File: config.mk
export PLATFORM = sky130hd
export DESIGN_NAME = prefix_accumulator
export DESIGN_NICKNAME = d
export VERILOG_FILES = /design/src/rtl/prefix_accumulator_pkg.sv /design/src/rtl/prefix_accumulator_decode_prefix.sv /design/src/rtl/prefix_accumulator.sv
export SDC_FILE = /design/constraint.sdc
export NUM_CORES = 1
export LEC_CHECK = 0
export CAP_MARGIN = 20
export CORE_ASPECT_RATIO = 1.2
export CORE_MARGIN = 3
export CORE_UTILIZATION = 40
export DETAILED_ROUTE_END_ITERATION = 16
export PLACE_DENSITY = 0.62
export SLEW_MARGIN = 15
export SYNTH_ARGS = -nofsm -noshare
export SYNTH_HDL_FRONTEND = slang
export SYNTH_SLANG_ARGS = --single-unit
File: constraint.sdc
create_clock -name clock -period 2.6 [get_ports clock]
set_input_delay 0.52 -clock clock [delete_from_list [all_inputs] [get_ports clock]]
set_output_delay 0.52 -clock clock [all_outputs]
set_load 0.01 [all_outputs]
File: src/rtl/prefix_accumulator_pkg.sv
// Shared prefix definitions: segment index codes, FSM state codes and the
// merged prefix record handed to the opcode decoder.
package prefix_accumulator_pkg;

    localparam int unsigned MAX_PREFIX_DEFAULT = 14;
    localparam int unsigned PREFIX_CNT_W       = $clog2(MAX_PREFIX_DEFAULT + 1);

    localparam logic [2:0] index_reg_seg__ES = 3'd0;
    localparam logic [2:0] index_reg_seg__CS = 3'd1;
    localparam logic [2:0] index_reg_seg__SS = 3'd2;
    localparam logic [2:0] index_reg_seg__DS = 3'd3;
    localparam logic [2:0] index_reg_seg__FS = 3'd4;
    localparam logic [2:0] index_reg_seg__GS = 3'd5;

    localparam logic [0:0] STATE_COLLECT = 1'b0;
    localparam logic [0:0] STATE_HOLD    = 1'b1;

    typedef struct packed {
        logic                    lock;
        logic                    rep;
        logic                    repne;
        logic                    seg_override_valid;
        logic [2:0]              seg_override_index;
        logic                    operand_size;
        logic                    address_size;
        logic [PREFIX_CNT_W-1:0] count;
        logic                    fault_length;
    } prefix_record_t;

endpackage

File: src/rtl/prefix_accumulator_decode_prefix.sv
// Combinational classifier for a single x86 prefix byte.
module decode_prefix
    import prefix_accumulator_pkg::*;
(
    input  logic [7:0] i_byte,
    output logic       o_is_present,
    output logic       o_lock,
    output logic       o_rep,
    output logic       o_repne,
    output logic       o_seg_valid,
    output logic [2:0] o_seg_index,
    output logic       o_operand_size,
    output logic       o_address_size
);

    always_comb begin
        o_lock         = 1'b0;
        o_rep          = 1'b0;
        o_repne        = 1'b0;
        o_seg_valid    = 1'b0;
        o_seg_index    = '0;
        o_operand_size = 1'b0;
        o_address_size = 1'b0;
        unique case (i_byte)
            8'hF0: o_lock = 1'b1;
            8'hF2: o_repne = 1'b1;
            8'hF3: o_rep = 1'b1;
            8'h26: begin o_seg_valid = 1'b1; o_seg_index = index_reg_seg__ES; end
            8'h2E: begin o_seg_valid = 1'b1; o_seg_index = index_reg_seg__CS; end
            8'h36: begin o_seg_valid = 1'b1; o_seg_index = index_reg_seg__SS; end
            8'h3E: begin o_seg_valid = 1'b1; o_seg_index = index_reg_seg__DS; end
            8'h64: begin o_seg_valid = 1'b1; o_seg_index = index_reg_seg__FS; end
            8'h65: begin o_seg_valid = 1'b1; o_seg_index = index_reg_seg__GS; end
            8'h66: o_operand_size = 1'b1;
            8'h67: o_address_size = 1'b1;
            default: ;
        endcase
        o_is_present = o_lock | o_rep | o_repne | o_seg_valid
                     | o_operand_size | o_address_size;
    end

endmodule

File: src/rtl/prefix_accumulator.sv
// Merges a run of x86 prefix bytes into one record and presents it together
// with the first non-prefix (opcode) byte over a valid/ready handshake.
module prefix_accumulator
    import prefix_accumulator_pkg::*;
#(
    parameter int unsigned MAX_PREFIX = MAX_PREFIX_DEFAULT,
    parameter int unsigned CNT_W      = $clog2(MAX_PREFIX + 1)
) (
    input  logic             clock,
    input  logic             reset_n,
    input  logic             i_flush,
    input  logic [7:0]       i_byte,
    input  logic             i_byte_valid,
    output logic             o_byte_ready,
    output logic             o_valid,
    input  logic             i_ready,
    output logic [7:0]       o_opcode,
    output logic             o_lock,
    output logic             o_rep,
    output logic             o_repne,
    output logic             o_seg_override_valid,
    output logic [2:0]       o_seg_override_index,
    output logic             o_operand_size,
    output logic             o_address_size,
    output logic [CNT_W-1:0] o_prefix_count,
    output logic             o_fault_length
);

    logic [0:0]     state;
    prefix_record_t acc;
    prefix_record_t acc_next;
    prefix_record_t fault_record;
    prefix_record_t out_rec;
    logic [7:0]     out_opcode;
    logic           out_valid;

    logic           dec_is_present;
    logic           dec_lock;
    logic           dec_rep;
    logic           dec_repne;
    logic           dec_seg_valid;
    logic [2:0]     dec_seg_index;
    logic           dec_operand_size;
    logic           dec_address_size;

    logic           byte_accept;
    logic           at_limit;

    decode_prefix u_decode_prefix (
        .i_byte         (i_byte),
        .o_is_present   (dec_is_present),
        .o_lock         (dec_lock),
        .o_rep          (dec_rep),
        .o_repne        (dec_repne),
        .o_seg_valid    (dec_seg_valid),
        .o_seg_index    (dec_seg_index),
        .o_operand_size (dec_operand_size),
        .o_address_size (dec_address_size)
    );

    assign o_byte_ready = !i_flush & ((state == STATE_COLLECT) | i_ready);
    assign byte_accept  = i_byte_valid & o_byte_ready;
    assign at_limit     = (acc.count == PREFIX_CNT_W'(MAX_PREFIX));

    always_comb begin
        acc_next              = acc;
        acc_next.lock         = acc.lock | dec_lock;
        acc_next.operand_size = acc.operand_size | dec_operand_size;
        acc_next.address_size = acc.address_size | dec_address_size;
        acc_next.count        = acc.count + 1'b1;
        if (dec_seg_valid) begin
            acc_next.seg_override_valid = 1'b1;
            acc_next.seg_override_index = dec_seg_index;
        end
        if (dec_repne) begin
            acc_next.repne = 1'b1;
            acc_next.rep   = 1'b0;
        end else if (dec_rep) begin
            acc_next.rep   = 1'b1;
            acc_next.repne = 1'b0;
        end
    end

    always_comb begin
        fault_record              = acc;
        fault_record.fault_length = 1'b1;
    end

    // Accumulators are cleared as soon as a record is latched, so a byte
    // accepted during the HOLD handshake already sees a clean slate.
    always_ff @(posedge clock or negedge reset_n) begin
        if (!reset_n) begin
            state      <= STATE_COLLECT;
            acc        <= '0;
            out_rec    <= '0;
            out_opcode <= '0;
            out_valid  <= 1'b0;
        end else if (i_flush) begin
            state      <= STATE_COLLECT;
            acc        <= '0;
            out_rec    <= '0;
            out_opcode <= '0;
            out_valid  <= 1'b0;
        end else begin
            if ((state == STATE_HOLD) && i_ready) begin
                out_valid <= 1'b0;
                state     <= STATE_COLLECT;
            end
            if (byte_accept) begin
                if (dec_is_present && !at_limit) begin
                    acc <= acc_next;
                end else begin
                    out_rec    <= dec_is_present ? fault_record : acc;
                    out_opcode <= i_byte;
                    out_valid  <= 1'b1;
                    state      <= STATE_HOLD;
                    acc        <= '0;
                end
            end
        end
    end

    assign o_valid              = out_valid;
    assign o_opcode             = out_opcode;
    assign o_lock               = out_rec.lock;
    assign o_rep                = out_rec.rep;
    assign o_repne              = out_rec.repne;
    assign o_seg_override_valid = out_rec.seg_override_valid;
    assign o_seg_override_index = out_rec.seg_override_index;
    assign o_operand_size       = out_rec.operand_size;
    assign o_address_size       = out_rec.address_size;
    assign o_prefix_count       = CNT_W'(out_rec.count);
    assign o_fault_length       = out_rec.fault_length;

endmodule

---- After elaboration in Yosys (flattened, before gate mapping) ----
Index checks and enable logic that the tools add are counted.
Widths: inputs -> output; s select.
operators by class
  $add $sub $neg .......................... 1
  equal/unequal tests ..................... 15
  mux-type cells .......................... 28
  bitwise logic cells ..................... 12
  reductions and logical operators ........ 9
operators with widths
  kind                 count
  $mux 14              6
  $eq 8x6->1 const B   4
  $eq 8x7->1 const B   4
  $eq 8x8->1 const B   3
  $mux 8               3
  $mux 1               15
  $pmux 3 s5           1
  $or 1x1->1           9
  $reduce_and 2->1     3
  $reduce_or 6->1      1
  $add 4x1->4 const B  1
  $eq 4x4->1 const B   1
  $mux 2               2
  $mux 4               1
  $ne 4x4->1 const B   1
  $ne 3x3->1 const B   1
  $and 1x1->1          2
  $logic_and 1x1->1    2
  $logic_not 1->1      2
  $ne 2x2->1 const B   1
  $reduce_bool 2->1    1
  $not 1->1            1
word-level totals
  bits in registers ....................... 38
  input port bits ......................... 13
  output and inout bits ................... 24
  word-level logic and storage cells ...... 86

---- Longest topological paths before layout ----
  depth after elaboration ................. 11
  depth in mapped cells ................... 8
  gate-level depth less buffers ........... 6

---- Hierarchy ----
Synthesis repeated with hierarchy kept, for this count alone.
second synthesis, totals
  cells, all modules ...................... 158
  area, all modules ....................... 1739.2 µm²
by module, submodules not included
  module              times used  cells each  area each (µm²)  seq. area each (µm²)
  prefix_accumulator  1           137         1585.3           925.9
  decode_prefix       1           21          153.9            0.0

---- Worst setup path before layout ----
No wires, ideal clock.
  path type ............................... input to register
  start point ............................. input port i_byte[0]
  end point ............................... register out_rec, in the netlist o_address_size
  setup time .............................. 125 ps
  data arrival time ....................... 2028 ps
  data required time ...................... 2475 ps
  slack ................................... 447 ps
  cell stages on the path ................. 7
  path buffers ............................ 3
  cell sequence ........................... buf_6 > or3b_4 > a211oi_4 > or3_1 > buf_6 > buf_12 > mux2_4
on the way
  cells in the longest elaborated chain, start to end .. 10
  elaborated cells between the ends (all ways) .. 26
  classes of those cells .................. eq/ne (12); mux (6); bitwise (5); reduce/logical (3)
ends and longest elaborated chain
  what                          line                                    text
  start: declaration            prefix_accumulator.sv:12                input logic [7:0] i_byte,
  $eq 8x8->1                    prefix_accumulator_decode_prefix.sv:24  unique case (i_byte)
  $mux 1                        prefix_accumulator_decode_prefix.sv:24
  $or 1x1->1 (3 in series)      prefix_accumulator_decode_prefix.sv:38  o_is_present = o_lock | o_rep | o_repne | o_seg_valid
  $or 1x1->1                    prefix_accumulator_decode_prefix.sv:39  | o_operand_size | o_address_size;
  $or 1x1->1 *                  prefix_accumulator_decode_prefix.sv:39
  $logic_and 1x1->1 *           prefix_accumulator.sv:110               if (dec_is_present && !at_limit) begin
  $ne 2x2->1 (no line) *        --
  $reduce_and 2->1 (no line) *  --
  end signal: assignment        prefix_accumulator.sv:113               out_rec <= dec_is_present ? fault_record : acc;
  end: declaration              prefix_accumulator.sv:33                prefix_record_t out_rec;
Every way passes the cells marked *; elsewhere a longest branch is shown, timed or not.
A chain may end at the register's enable or synchronous reset.

---- Final worst setup path ----
  start point ............................. input port i_ready
  end point ............................... output port o_byte_ready
on the way
  cells in the longest elaborated chain, start to end .. 2
ends and longest elaborated chain
  what                line                      text
  start: declaration  prefix_accumulator.sv:16  input logic i_ready,
  $or 1x1->1          prefix_accumulator.sv:61  assign o_byte_ready = !i_flush & ((state == STATE_COLLECT) | i_ready);
  $and 1x1->1         prefix_accumulator.sv:61
  end: declaration    prefix_accumulator.sv:14  output logic o_byte_ready,
Every way passes these cells.

==> flow_summary_export.csv <==
group,metric,value,unit
cts,cts.htree.levels,2,
floorplanning,core_area,4730,µm²
placed_design,gp_congestion,0.8922,
routing,wl,4.571,mm
cts,cts_num_sinks,37,
layout,final_common_cell,"dfrtp_1",
setup_path,crit_path_top_delay_cell,"clkdlybuf4s50_1",
setup_path,critPathArrivalTime,1.86,ns
floorplanning,die_w,70.64,µm
floorplanning,die_area,5903,µm²
routing,drtIter0Drc,75,
job,drv_cap,0,
setup_path,cpMostUsedCell,"clkdlybuf4s50_1",
routing,avgViaCountPerCell,5.512,
placed_design,place_hpwl,3.378,mm
global_route,grt_pass1_vias,1631,
synth,synth-seq-area-share,0.4616,
routing,top_layer,"met4",
routing,ant_nets,0,
layout,stdcell_count,285,
synth,synthesis.instances,177,
routing,first_pass_iters,5,
routing,wl_met1,1.932,mm
synth,synth_area,2006,µm²
cts,cts_resized,0,
global_route,grt_pass1_wl,7.817,mm
layout,layout.nets,241,
floorplanning,num_rows,27,
worst_hold_path,hp-class,"reg2reg",
pwr,powerDensity,448.5,nW/µm²
setup_path,crit_path_end_kind,"output pin",
sta,rsz0062_at_grt,"no",
cts,cts_tree,"yes",
setup_path,crit_path_start_kind,"primary input",
sta,fmax,420.4,MHz
layout,n_antenna_cell,0,
routing,routed-wl-met3,186,µm
sta,hold_viol,0,
setup_path,critPathKind,"in2out",
synth,synth_edf_count,0,
floorplanning,ioPinCount,37,
setup_path,worstPathRequired,2.08,ns
sta,clock-skew-final,0.005004,ns
layout,finish.instance_area,2554,µm²
floorplanning,start_util,0.4241,
placed_design,dp_cells,277,
sta,setup_viol,0,
synth,ys_async_sr_fraction,1.000,
cts,worstSkewPairLatency,0.29,ns
cts,clk_pin_slew,0.07,ns
cts,max-clock-path-buffers,2,
setup_path,path_buf_inv,2,
routing,vias,1571,
setup_path,crit_fanout,6,
global_route,grt_remaining_overflow,0,
routing,wl_met2,2.382,mm
sta,tightest_slew,0.7016,ns
cts,cts_hold_buf,0,
sta,period_needed,2.379,ns
global_route,antenna_found_initial,0,
synth,synth_nets,192,
sta,drv_slew,0,
routing,routedWlPerCell,16.04,µm
cts,postCtsSetupBuffers,0,
cts,cts_root_buf,"clkbuf_8",
pwr,leakagePower,1.116,nW
pwr,ir_drop,0.0003294,V
outcome,status,"complete, no violations",
setup_path,path_delay_family,"buffers and inverters",
layout,fillerInstances,430,
synth,syn_area_per_cell,11.33,µm²
layout,drive_above_1_share,0.2026,
sta,fin_crit_sh,0.9150,
setup_path,crit_path_cell_trace,"clkdlybuf4s50_1 -> nand2b_1 -> and2_1 -> clkdlybuf4s50_1",
placed_design,portBuffers,36,
sta,hold_slack,0.4986,ns
global_route,globalRouteTotalUtil,0.1639,
placed_design,place_area,2474,µm²
setup_path,cp_slowest_stage_delay,0.53,ns
global_route,grt_max_degree,38,
layout,area_delta_synth_final,27.32,%
synth,ys.flop_type,"dfrtp_1",
cts,numCtsBuffers,5,
synth,synth_cell_type_count,50,
floorplanning,dieHeight,83.57,µm
synth,synth-seq-cells,37,
routing,drc,0,
synth,ys_warn_count,0,
layout,final_cell_mix,"dfrtp_1, clkdlybuf4s50_1, nor2b_1",
sta,maxSlewHeadroom,0.5287,
-- final cells by class --
class	count	area, µm²	area share
multi-input combinational	124	968.4	0.3792
sequential	37	925.9	0.3626
timing repair buffer	53	488.0	0.1911
clock buffer	8	80.08	0.03136
tap	58	72.57	0.02842
inverter	5	18.77	0.007349
-- worst reg2reg max path, delay by kind of cell (launching register included) --
family / cells / cell delay [ns]
simple gates: 3 / 0.80
flops: 1 / 0.41
mux: 1 / 0.36
buf+inv: 2 / 0.28
fa+ha+maj: 1 / 0.21
-- cells by family (layout without fill, tap and decap cells) --
kind of cell             count (synthesis)  count (layout)  synth area share
AO/OA/AOI/OAI                           36              36            0.1373
adder cells (fa/ha/maj)                  2               2           0.01247
flip-flops                              37              37            0.4616
AND/OR/NAND/NOR                         66              66            0.1990
buffers and inverters                   16              66           0.05552
multiplexers                            20              20            0.1341
-- synth_stat cells (2+ instances only) --
| library cell | count | area, µm² |
|---|---|---|
| a21oi_1 | 3 | 15.01 |
| buf_12 | 2 | 40.04 |
| and3_1 | 2 | 12.51 |
| nand2b_1 | 2 | 12.51 |
| a31o_2 | 3 | 26.28 |
| mux2i_1 | 4 | 40.04 |
| a211oi_1 | 2 | 15.01 |
| nand3_1 | 7 | 35.03 |
| a41oi_1 | 2 | 17.52 |
| nand4_1 | 2 | 12.51 |
| nor3_1 | 6 | 30.03 |
| clkbuf_1 | 5 | 18.77 |
| a311oi_1 | 3 | 26.28 |
| buf_6 | 2 | 22.52 |
| mux2_4 | 13 | 195.2 |
| nand2_1 | 8 | 30.03 |
| nor4_1 | 2 | 12.51 |
| o221ai_1 | 2 | 17.52 |
| mux2_2 | 3 | 33.78 |
| o211ai_1 | 3 | 22.52 |
| ha_1 | 2 | 25.02 |
| nor2_1 | 6 | 22.52 |
| o21ai_0 | 7 | 35.03 |
| nor2b_1 | 18 | 112.6 |
| dfrtp_1 | 37 | 925.9 |
| inv_1 | 5 | 18.77 |
| a31oi_1 | 3 | 18.77 |
-- state kept, by name (all words and copies together) (netlist names) --
signal / cells
o_seg_override_index: 3
o_lock: 1
o_rep: 1
state: 1
o_prefix_count: 4
o_seg_override_valid: 1
acc: 13
o_fault_length: 1
o_valid: 1
o_address_size: 1
o_opcode: 8
o_repne: 1
o_operand_size: 1
-- per-layer routing --
metal / global-route usage / up-vias
li1: - / 745
met1: 0.2056 / 768
met2: 0.2802 / 50
met3: 0.03735 / 8
met4: 0.04615 / 0
met5: 0 / -
-- report_power, final --
| group | leakage (nW) | internal (mW) | switching (mW) |
|---|---|---|---|
| combinational | 0.567 | 0.0834 | 0.0855 |
| sequential | 0.509 | 0.589 | 0.00736 |
| clock | 0.0395 | 0.190 | 0.190 |
| total | 1.12 | 0.863 | 0.283 |
-- path summary, 6_finish.rpt --
kind	startpoint	endpoint	slack (ns)	cells after the start
worst max-delay path	i_ready	o_byte_ready	0.22	4
worst min-delay path	acc[7]$_DFFE_PN0P_	o_seg_override_index[0]$_DFFE_PN0P_	0.50	1
worst max register to register	acc[1]$_DFFE_PN0P_	o_opcode[3]$_DFFE_PN0P_	0.43	7
worst min register to register	acc[7]$_DFFE_PN0P_	o_seg_override_index[0]$_DFFE_PN0P_	0.50	1
max in group asynchronous	reset_n	o_lock$_DFFE_PN0P_	1.63	2
min in group asynchronous	reset_n	o_prefix_count[0]$_DFFE_PN0P_	0.65	2
-- metrics by stage --
step / total power [mW] / utilization / setup WS, ns / setup TNS (ns)
detailed placement: 0.7777 / 0.5230 / -0.001038 / -0.001038
global route: 1.191 / 0.5399 / 0.1040 / 0
finish: 1.145 / 0.5399 / 0.2211 / 0
CTS: 1.161 / 0.5399 / 0.2144 / 0
global placement: 0.7735 / 0.5230 / 0.06998 / 0
floorplan: 0.6965 / - / 0.4465 / 0
(Power assumes the default switching activity.)
